### src/rtl/spi_master_ctrl.sv
`default_nettype none
// ============================================================================
// Module      : spi_master_ctrl
// Description : Command-driven SPI master. Serialises a 10-bit command word
//               MSB first on mosi. For read-data commands it waits a
//               configurable turnaround and then clocks in one byte from
//               miso, which it presents on rd_data with a one-cycle rd_valid.
// Revision    : 1.0 - initial release
// ============================================================================
module spi_master_ctrl #(
    parameter int TURNAROUND = 2
) (
    input  logic       clk,
    input  logic       rst_n,
    input  logic       cmd_valid,
    input  logic [9:0] cmd_data,
    output logic       cmd_ready,
    output logic [7:0] rd_data,
    output logic       rd_valid,
    output logic       busy,
    output logic       ss_n,
    output logic       mosi,
    input  logic       miso
);

    typedef enum logic [2:0] {
        IDLE  = 3'd0,
        START = 3'd1,
        SHIFT = 3'd2,
        WAIT  = 3'd3,
        RECV  = 3'd4,
        END   = 3'd5
    } state_t;

    // Last value of the cycle counter while in WAIT (unused when TURNAROUND==0)
    localparam logic [3:0] C_WAIT_LAST = (TURNAROUND > 0) ? 4'(TURNAROUND - 1) : 4'd0;
    localparam logic [1:0] C_OP_RDDATA = 2'b11;

    state_t     r_state;
    state_t     w_state_next;
    logic [3:0] r_cnt;
    logic [9:0] r_sr;
    logic [1:0] r_op;
    logic [7:0] r_rx;
    logic [7:0] r_rd_data;
    logic       r_rd_valid;
    logic       w_accept;

    assign w_accept = cmd_valid && (r_state == IDLE);

    // State register
    always_ff @(posedge clk or negedge rst_n) begin
        if (!rst_n) begin
            r_state <= IDLE;
        end else begin
            r_state <= w_state_next;
        end
    end

    // Next-state and frame outputs, all decoded from the current state
    always_comb begin
        w_state_next = r_state;
        ss_n         = 1'b0;
        mosi         = 1'b0;
        cmd_ready    = 1'b0;
        case (r_state)
            IDLE: begin
                ss_n      = 1'b1;
                cmd_ready = 1'b1;
                if (w_accept) begin
                    w_state_next = START;
                end
            end
            START: begin
                w_state_next = SHIFT;
            end
            SHIFT: begin
                mosi = r_sr[9];
                if (r_cnt == 4'd9) begin
                    if (r_op != C_OP_RDDATA) begin
                        w_state_next = END;
                    end else if (TURNAROUND == 0) begin
                        w_state_next = RECV;
                    end else begin
                        w_state_next = WAIT;
                    end
                end
            end
            WAIT: begin
                if (r_cnt == C_WAIT_LAST) begin
                    w_state_next = RECV;
                end
            end
            RECV: begin
                if (r_cnt == 4'd7) begin
                    w_state_next = END;
                end
            end
            END: begin
                ss_n         = 1'b1;
                w_state_next = IDLE;
            end
            default: begin
                ss_n         = 1'b1;
                w_state_next = IDLE;
            end
        endcase
    end

    assign busy = ~cmd_ready;

    // Per-state cycle counter: restarts on every state change
    always_ff @(posedge clk or negedge rst_n) begin
        if (!rst_n) begin
            r_cnt <= 4'd0;
        end else if (w_state_next != r_state) begin
            r_cnt <= 4'd0;
        end else if ((r_state == SHIFT) || (r_state == WAIT) || (r_state == RECV)) begin
            r_cnt <= r_cnt + 4'd1;
        end
    end

    // Command latch and MOSI shift register
    always_ff @(posedge clk or negedge rst_n) begin
        if (!rst_n) begin
            r_sr <= 10'd0;
            r_op <= 2'b00;
        end else if (w_accept) begin
            r_sr <= cmd_data;
            r_op <= cmd_data[9:8];
        end else if (r_state == SHIFT) begin
            r_sr <= {r_sr[8:0], 1'b0};
        end
    end

    // MISO capture; rd_data is only written on the final RECV edge, so an
    // aborted read never leaves a partial byte behind
    always_ff @(posedge clk or negedge rst_n) begin
        if (!rst_n) begin
            r_rx       <= 8'd0;
            r_rd_data  <= 8'd0;
            r_rd_valid <= 1'b0;
        end else begin
            r_rd_valid <= 1'b0;
            if (r_state == RECV) begin
                r_rx <= {r_rx[6:0], miso};
                if (r_cnt == 4'd7) begin
                    r_rd_data  <= {r_rx[6:0], miso};
                    r_rd_valid <= 1'b1;
                end
            end
        end
    end

    assign rd_data  = r_rd_data;
    assign rd_valid = r_rd_valid;

endmodule
`default_nettype wire
### config.mk
export PLATFORM = sky130hd
export DESIGN_NAME = spi_master_ctrl
export DESIGN_NICKNAME = d
export VERILOG_FILES = /design/src/rtl/spi_master_ctrl.sv
export SDC_FILE = /design/constraint.sdc
export NUM_CORES = 1
export LEC_CHECK = 0
export ABC_CLOCK_PERIOD_IN_PS = 2200
export CAP_MARGIN = 20
export CORE_MARGIN = 2
export CORE_UTILIZATION = 36
export DETAILED_ROUTE_END_ITERATION = 8
export GPL_ROUTABILITY_DRIVEN = 0
export MAX_ROUTING_LAYER = met4
export PLACE_DENSITY_LB_ADDON = 0.12
export SYNTH_ARGS = -nofsm -noshare
export SYNTH_HDL_FRONTEND = slang
export SYNTH_SLANG_ARGS = --single-unit
### constraint.sdc
create_clock -name clk -period 2.2 [get_ports clk]
set_input_delay 0.22 -clock clk [delete_from_list [all_inputs] [get_ports clk]]
set_output_delay 0.22 -clock clk [all_outputs]
set_load 0.01 [all_outputs]
==> metrics, run 1 <==
global-route usage over all layers=13.8%; cell type with the largest total area after synthesis=sky130_fd_sc_hd__dfrtp_1; area grow syn2layout=23.9%; data arrival at the endpoint of the critical path=1.80 ns; final routed wire length divided by cell count=13.3 um; total power divided by cell area=1130 nW/um^2; via count=1137; H-tree level count=2; headroom to the max-slew limit=62.1%; Setup WS pre-CTS=0.429 ns; cell types with the largest area share after synthesis=sky130_fd_sc_hd__dfrtp_1 (52%), sky130_fd_sc_hd__mux2_4 (7.2%), sky130_fd_sc_hd__nand2_1 (6.3%); library cell used as clock root buffer=sky130_fd_sc_hd__clkbuf_8; FF+latch count, synth=35; Clock power frac=21.3%; most frequent cells in the layout=sky130_fd_sc_hd__dfrtp_1 (35), sky130_fd_sc_hd__nand2_1 (28), sky130_fd_sc_hd__clkdlybuf4s50_1 (26); clock transition at the register clock pins on the worst setup and hold paths after CTS=0.07 ns; Post-layout nets=190; die boundary height=72.2 um; yosys synthesis warning count=0; delay of the slowest cell on the worst path=0.53 ns; critical-path maximum fanout=9; minimum period implied by the final worst setup slack=2.02 ns; layer with the highest usage=met2; Worst setup EP type=output port; Die Footprint=5210 um^2; switching portion of total power=34.0%; detail-routed via count per cell=5.01; Core Box Area=4410 um^2; worst-case vdd ir drop=445 uV; crit path max-delay cell type=sky130_fd_sc_hd__dfrtp_1; type of element launching the critical path=flop; final core occ=46.9%; worst hold path type=input port to async pin; Mapped Cells=145; Worst Hold Slack=0.340 ns; Syn Area/Cell=11.5 um^2; final setup violation count=0; reg-to-reg critical path endpoint=r_cnt[1]; HPWL Detailed=2190 um; number of violations of the max-capacitance limit=0; Remaining Overflow, GRT=0; sinks on the clock net=35; setup skew after layout=0.00141 ns; clock tree from TritonCTS=built; TritonCTS Buffers=5; share of post-route cells with drive strength above 1=16.0%; routing usage on met1=18.4%; hold bufs inserted after CTS=0; combinational share of power=37.2%; Max Freq=494 MHz; Pint=1550 uW; most common library cell in the layout ignoring fill and taps=sky130_fd_sc_hd__dfrtp_1; die boundary width=72.2 um; Reg power frac=41.4%; total number of placement rows=24; status=completed; data required time at the worst endpoint=1.98 ns; max-slew violations=0; Critical Path, Cell by Cell=nand2b_1, nor2_1, and2_1, clkdlybuf4s50_1; initial antenna violation count=0; diode count=0; Total Routed Length=3010 um; count of buffers added by post-CTS timing repair for setup=0; cell family with most CP delay=flip-flops; Crit Path Category=flop to output port; Pleak=0.000982 uW; number of distinct library cells after synthesis=38; minimum setup slack among reg-to-reg paths=0.41 ns; Critical R2R Launch=r_cnt[0]; sum of negative setup slack=0 ns; number of global-route vias before repair=1123; source-to-sink clock delay at the later pin of the worst-skew pair=0.28 ns; summed instance area of the synthesized netlist=1670 um^2; cell depth of the worst flop-to-flop path=5; count of cells resized by post-cts repair=0; met2 layer usage reported by global route=20.1%; DRC errors left=0; wire length of the first global-routing pass=5340 um; met3 usage=4.72%; Mapped Nets=161; maximum number of pins on one net before global-route repair=36; share of Yosys cell area claimed by the top area cell type=52.4%; unrepaired setup endpoints after global routing=false; DR pass1 iterations=4; I/O pin count=27; final worst path period share=91.9%; DRT iter0 DRCs=94; setup slack after layout=0.177 ns; number of buffers and inverters on the critical path=1; transition time at the pin with the least slew margin=0.561 ns; Switch Pwr=797 uW; initial core utilization=37.9%; Port Buffer Count=26; FILL cells=404; part of the Yosys area used for sequential elements=52.4%; count of antenna-violating nets left after detailed routing=0; Final Hold Viols=0; Clock Path Buffers=2
[metrics by stage]
step           cells  area (um^2)  total power (uW)
6_report         227         2070              2350
3_5_place_dp     219         1970              1870
4_1_cts          227         2070              2380
3_3_place_gp     219         1970              1850
5_1_grt          227         2070              2540
2_1_floorplan    145         1670              1610
[kinds of logic (layout without fill, tap and decap cells)]
logic type                 Yosys count  after routing  share of synthesized area (%)
buffers and inverters               12             42                           4.26
adders and majority gates            2              2                           1.50
DFF                                 35             35                           52.4
AOI/OAI and AO/OA                   33             33                           15.7
and+or+nand+nor                     47             47                           14.4
muxes                               13             13                           10.2
xor gates and xnor gates             3              3                           1.57
[layout make-up]
type                            instances  area (um^2)  share of cell area, %
Sequential cell                        35          876                   42.3
Multi-Input combinational cell         98          726                   35.0
Timing Repair Buffer                   30          290                   14.0
Clock buffer                            8          100                   4.83
Tap cell                               52         65.1                   3.14
Inverter                                4         15.0                  0.725
[Yosys cell counts]
cell / number
sky130_fd_sc_hd__and2b_4: 1
sky130_fd_sc_hd__and2_1: 2
sky130_fd_sc_hd__clkbuf_1: 1
sky130_fd_sc_hd__a311oi_1: 1
sky130_fd_sc_hd__a22o_1: 6
sky130_fd_sc_hd__a21oi_1: 3
sky130_fd_sc_hd__nand2_1: 28
sky130_fd_sc_hd__a31o_2: 1
sky130_fd_sc_hd__nand2_2: 1
sky130_fd_sc_hd__o2111ai_1: 1
sky130_fd_sc_hd__a2111oi_4: 1
sky130_fd_sc_hd__nand3_1: 1
sky130_fd_sc_hd__and4b_4: 1
sky130_fd_sc_hd__mux2i_1: 4
sky130_fd_sc_hd__nor3_2: 1
sky130_fd_sc_hd__buf_12: 1
sky130_fd_sc_hd__mux2_4: 8
sky130_fd_sc_hd__inv_1: 4
sky130_fd_sc_hd__a21o_1: 6
sky130_fd_sc_hd__nor3_1: 3
sky130_fd_sc_hd__xor2_1: 2
sky130_fd_sc_hd__xnor2_1: 1
sky130_fd_sc_hd__and2b_1: 1
sky130_fd_sc_hd__ha_1: 2
sky130_fd_sc_hd__mux2_2: 1
sky130_fd_sc_hd__nand2b_1: 1
sky130_fd_sc_hd__o311ai_0: 1
sky130_fd_sc_hd__o211a_1: 1
sky130_fd_sc_hd__nor2_1: 4
sky130_fd_sc_hd__nor2b_1: 1
sky130_fd_sc_hd__or3b_1: 1
sky130_fd_sc_hd__buf_2: 5
sky130_fd_sc_hd__o31a_4: 1
sky130_fd_sc_hd__a311o_1: 1
sky130_fd_sc_hd__o21ai_0: 10
sky130_fd_sc_hd__nor3b_4: 1
sky130_fd_sc_hd__buf_4: 1
sky130_fd_sc_hd__dfrtp_1: 35
[flip-flops by register name (all words and copies together), names as in the netlist]
| register | count |
|---|---|
| r_rx | 7 |
| r_op | 2 |
| r_state | 3 |
| r_cnt | 4 |
| rd_data | 8 |
| r_sr | 10 |
| rd_valid | 1 |
[metal layers]
metal | routed length [um] | vias up | share of wire (%)
met5 | 0 | - | 0
met4 | 39 | 0 | 1.3
met3 | 137 | 5 | 4.5
met2 | 1400 | 19 | 47
met1 | 1430 | 553 | 48
li1 | - | 560 | -
[worst max path at each step]
stage	endpoint	slack, ns	start	depth (start not counted)
floorplan	r_cnt[1]	0.51	r_cnt[0]	5
finish	mosi	0.18	r_state[1]	4
CTS	mosi	0.16	r_state[1]	4
global placement	r_sr[3]	0.42	r_state[0]	4
detailed placement	r_sr[3]	0.43	r_state[0]	4
global route	mosi	0.06	r_state[1]	4
[power groups by stage]
stage               sequential (uW)  clock (uW)  combinational, uW
floorplan                       914           0                700
global placement                973           0                875
detailed placement              981           0                891
CTS                             970         517                895
global route                   1000         557                982
finish                          973         500                874
(Power assumes the default switching activity.)
==> inputs of run 2 (changes only) <==
--- a/config.mk
+++ b/config.mk
@@ -5,6 +5,7 @@
 export SDC_FILE = /design/constraint.sdc
 export NUM_CORES = 1
 export LEC_CHECK = 0
+export ABC_AREA = 1
 export ABC_CLOCK_PERIOD_IN_PS = 2200
 export CAP_MARGIN = 20
 export CORE_MARGIN = 2
==> metrics, run 2 <==
total number of placement rows=23; cell types with the largest area share after synthesis=sky130_fd_sc_hd__dfrtp_1 (56%), sky130_fd_sc_hd__nand2_1 (9.3%), sky130_fd_sc_hd__inv_1 (5.0%); number of distinct library cells after synthesis=25; share of flip-flops with an asynchronous set or reset=100%; final worst path period share=95.5%; Final Hold Viols=0; transition time at the pin with the least slew margin=0.444 ns; most common library cell in the layout ignoring fill and taps=sky130_fd_sc_hd__nand2_1; final routed wire length divided by cell count=12.6 um; Setup WS pre-CTS=0.406 ns; clock tree from TritonCTS=built; Core Box Area=4090 um^2; Post-layout nets=216; parity-gate share of the synthesized area counting xor and xnor cells=1.68%; via count=1236; Worst setup EP type=output port; setup skew after layout=0.00250 ns; H-tree level count=2; prevailing post-synth register cell=sky130_fd_sc_hd__dfrtp_1; Syn Area/Cell=9.32 um^2; max-slew violations=0; most numerous cell types in the synthesized netlist=sky130_fd_sc_hd__nand2_1 (39), sky130_fd_sc_hd__dfrtp_1 (35), sky130_fd_sc_hd__inv_1 (21), sky130_fd_sc_hd__nor2_1 (16), sky130_fd_sc_hd__o21ai_0 (13); DR pass1 iterations=4; HPWL Detailed=2250 um; Mapped Cells=168; die boundary height=70.0 um; status=completed; I/O pin count=27; FF+latch count, synth=35; number of flip-flops under the largest register name=10; most frequent cells in the layout=sky130_fd_sc_hd__nand2_1 (39), sky130_fd_sc_hd__dfrtp_1 (35), sky130_fd_sc_hd__clkdlybuf4s50_1 (26); final setup violation count=0; number of synthesized flops with an enable pin=0; Final Total Pwr=2300 uW; unrepaired setup endpoints after global routing=false; initial core utilization=38.3%; yosys synthesis warning count=0; clock transition at the register clock pins on the worst setup and hold paths after CTS=0.07 ns; Biggest register=r_sr; cell type with the largest total area after synthesis=sky130_fd_sc_hd__dfrtp_1; sinks on the clock net=35; Crit Path Category=flop to output port; part of the Yosys area used for sequential elements=55.9%; number of violations of the max-capacitance limit=0; Worst Hold Slack=0.359 ns; share of post-route cells with drive strength above 1=10.9%; die boundary width=70.0 um; area grow syn2layout=26.6%; minimum period implied by the final worst setup slack=2.10 ns; share of Yosys cell area claimed by the top area cell type=55.9%; Max Freq=476 MHz; Clock Path Buffers=2; total power divided by cell area=1160 nW/um^2; type of element launching the critical path=flop; hold bufs inserted after CTS=0; source-to-sink clock delay at the later pin of the worst-skew pair=0.28 ns; combinational family with the most area after synthesis=simple AND/OR/NAND/NOR gates; maximum number of pins on one net before global-route repair=36; DRC errors left=0; count of cells resized by post-cts repair=0; detail-routed via count per cell=4.92; Remaining Overflow, GRT=0; sum of negative setup slack=0 ns; count of buffers added by post-CTS timing repair for setup=0; most instantiated library cell after synthesis=sky130_fd_sc_hd__nand2_1; DRT iter0 DRCs=58; headroom to the max-slew limit=70.4%; critical-path maximum fanout=17; number of global-route vias before repair=1246; library cell used as clock root buffer=sky130_fd_sc_hd__clkbuf_8; Port Buffer Count=26; TritonCTS Buffers=5; post-synthesis adder-cell area fraction=1.60%; data required time at the worst endpoint=1.98 ns; Pleak=0.000962 uW; Total Routed Length=3160 um; diode count=0; worst hold path type=input port to async pin; wire length of the first global-routing pass=5480 um; Die Footprint=4900 um^2; global-route usage over all layers=14.2%; summed instance area of the synthesized netlist=1570 um^2; worst-case vdd ir drop=610 uV; proportion of synthesized area in mux cells=2.88%; setup slack after layout=0.0979 ns; synthesized-area fraction occupied by ao, oa, aoi and oai cells=11.1%; data arrival at the endpoint of the critical path=1.88 ns; Mapped Nets=184; count of antenna-violating nets left after detailed routing=0; area share of and/or/nand/nor cells after synthesis=19.7%; initial antenna violation count=0
==> run 2: final timing paths <==
check                           start        to  slack [ns]  cells after the start
hold / removal                  rst_n   r_sr[2]        0.36                      2
min in group clk              r_op[0]   r_op[0]        0.48                      2
hold reg to reg               r_op[0]   r_op[0]        0.48                      2
max in group asynchronous       rst_n  r_cnt[3]        1.53                      2
setup reg to reg           r_state[1]  r_cnt[1]        0.64                      8
setup / recovery           r_state[1]      ss_n         0.1                      5
==> run 2: worst max-delay path, stage by stage (launching register included) <==
cell and delay (ns):
sky130_fd_sc_hd__dfrtp_1 0.46, sky130_fd_sc_hd__inv_2 0.10, sky130_fd_sc_hd__nand3_4 0.18, sky130_fd_sc_hd__o21ai_2 0.15, sky130_fd_sc_hd__a21oi_1 0.15, sky130_fd_sc_hd__clkdlybuf4s50_1 0.56
==> run 2: cells by family after synthesis <==
kind of cell	Yosys count
AND/OR/NAND/NOR	68
AO/OA/AOI/OAI	29
multiplexers	4
XOR/XNOR	3
adder cells (fa/ha/maj)	2
flip-flops	35
buffers and inverters	27
==> run 2: final cells by class <==
| type | instances | area, um^2 |
|---|---|---|
| fill | 377 | 2100 |
| sequential | 35 | 876 |
| multi-input combinational | 106 | 579 |
| timing repair buffer | 28 | 275 |
| clock buffer | 8 | 100 |
| inverter | 24 | 90.1 |
| tap | 50 | 62.6 |
==> run 2: routing by layer <==
| metal | vias up | track usage [%] | share of wire [%] |
|---|---|---|---|
| met4 | 0 | 5.56 | 2.1 |
| met3 | 8 | 3.90 | 4.2 |
| met2 | 36 | 22.0 | 48 |
| li1 | 603 | - | - |
| met1 | 589 | 17.8 | 46 |
| met5 | - | - | 0 |
==> run 2: power breakdown <==
part           switching [uW]  leakage (uW)  total [uW]  internal (uW)
clock                     216     0.0000515         502            286
combinational             534      0.000456         861            327
sequential                103      0.000454         938            835
total                     853      0.000962        2300           1450
==> run 2: stage by stage <==
step	instances	utilization (%)	area [um^2]
2_1_floorplan	168	-	1570
3_3_place_gp	243	46.1	1880
3_5_place_dp	243	46.1	1880
4_1_cts	251	48.5	1980
5_1_grt	251	48.5	1980
6_report	251	48.5	1980
==> inputs of run 3 (changes only) <==
--- a/config.mk
+++ b/config.mk
@@ -14,6 +14,7 @@
 export GPL_ROUTABILITY_DRIVEN = 0
 export MAX_ROUTING_LAYER = met4
 export PLACE_DENSITY_LB_ADDON = 0.12
+export SLEW_MARGIN = 20
 export SYNTH_ARGS = -nofsm -noshare
 export SYNTH_HDL_FRONTEND = slang
 export SYNTH_SLANG_ARGS = --single-unit
==> results of run 3 <==
The final DEF is identical to that of run 2; final timing and power are the same.
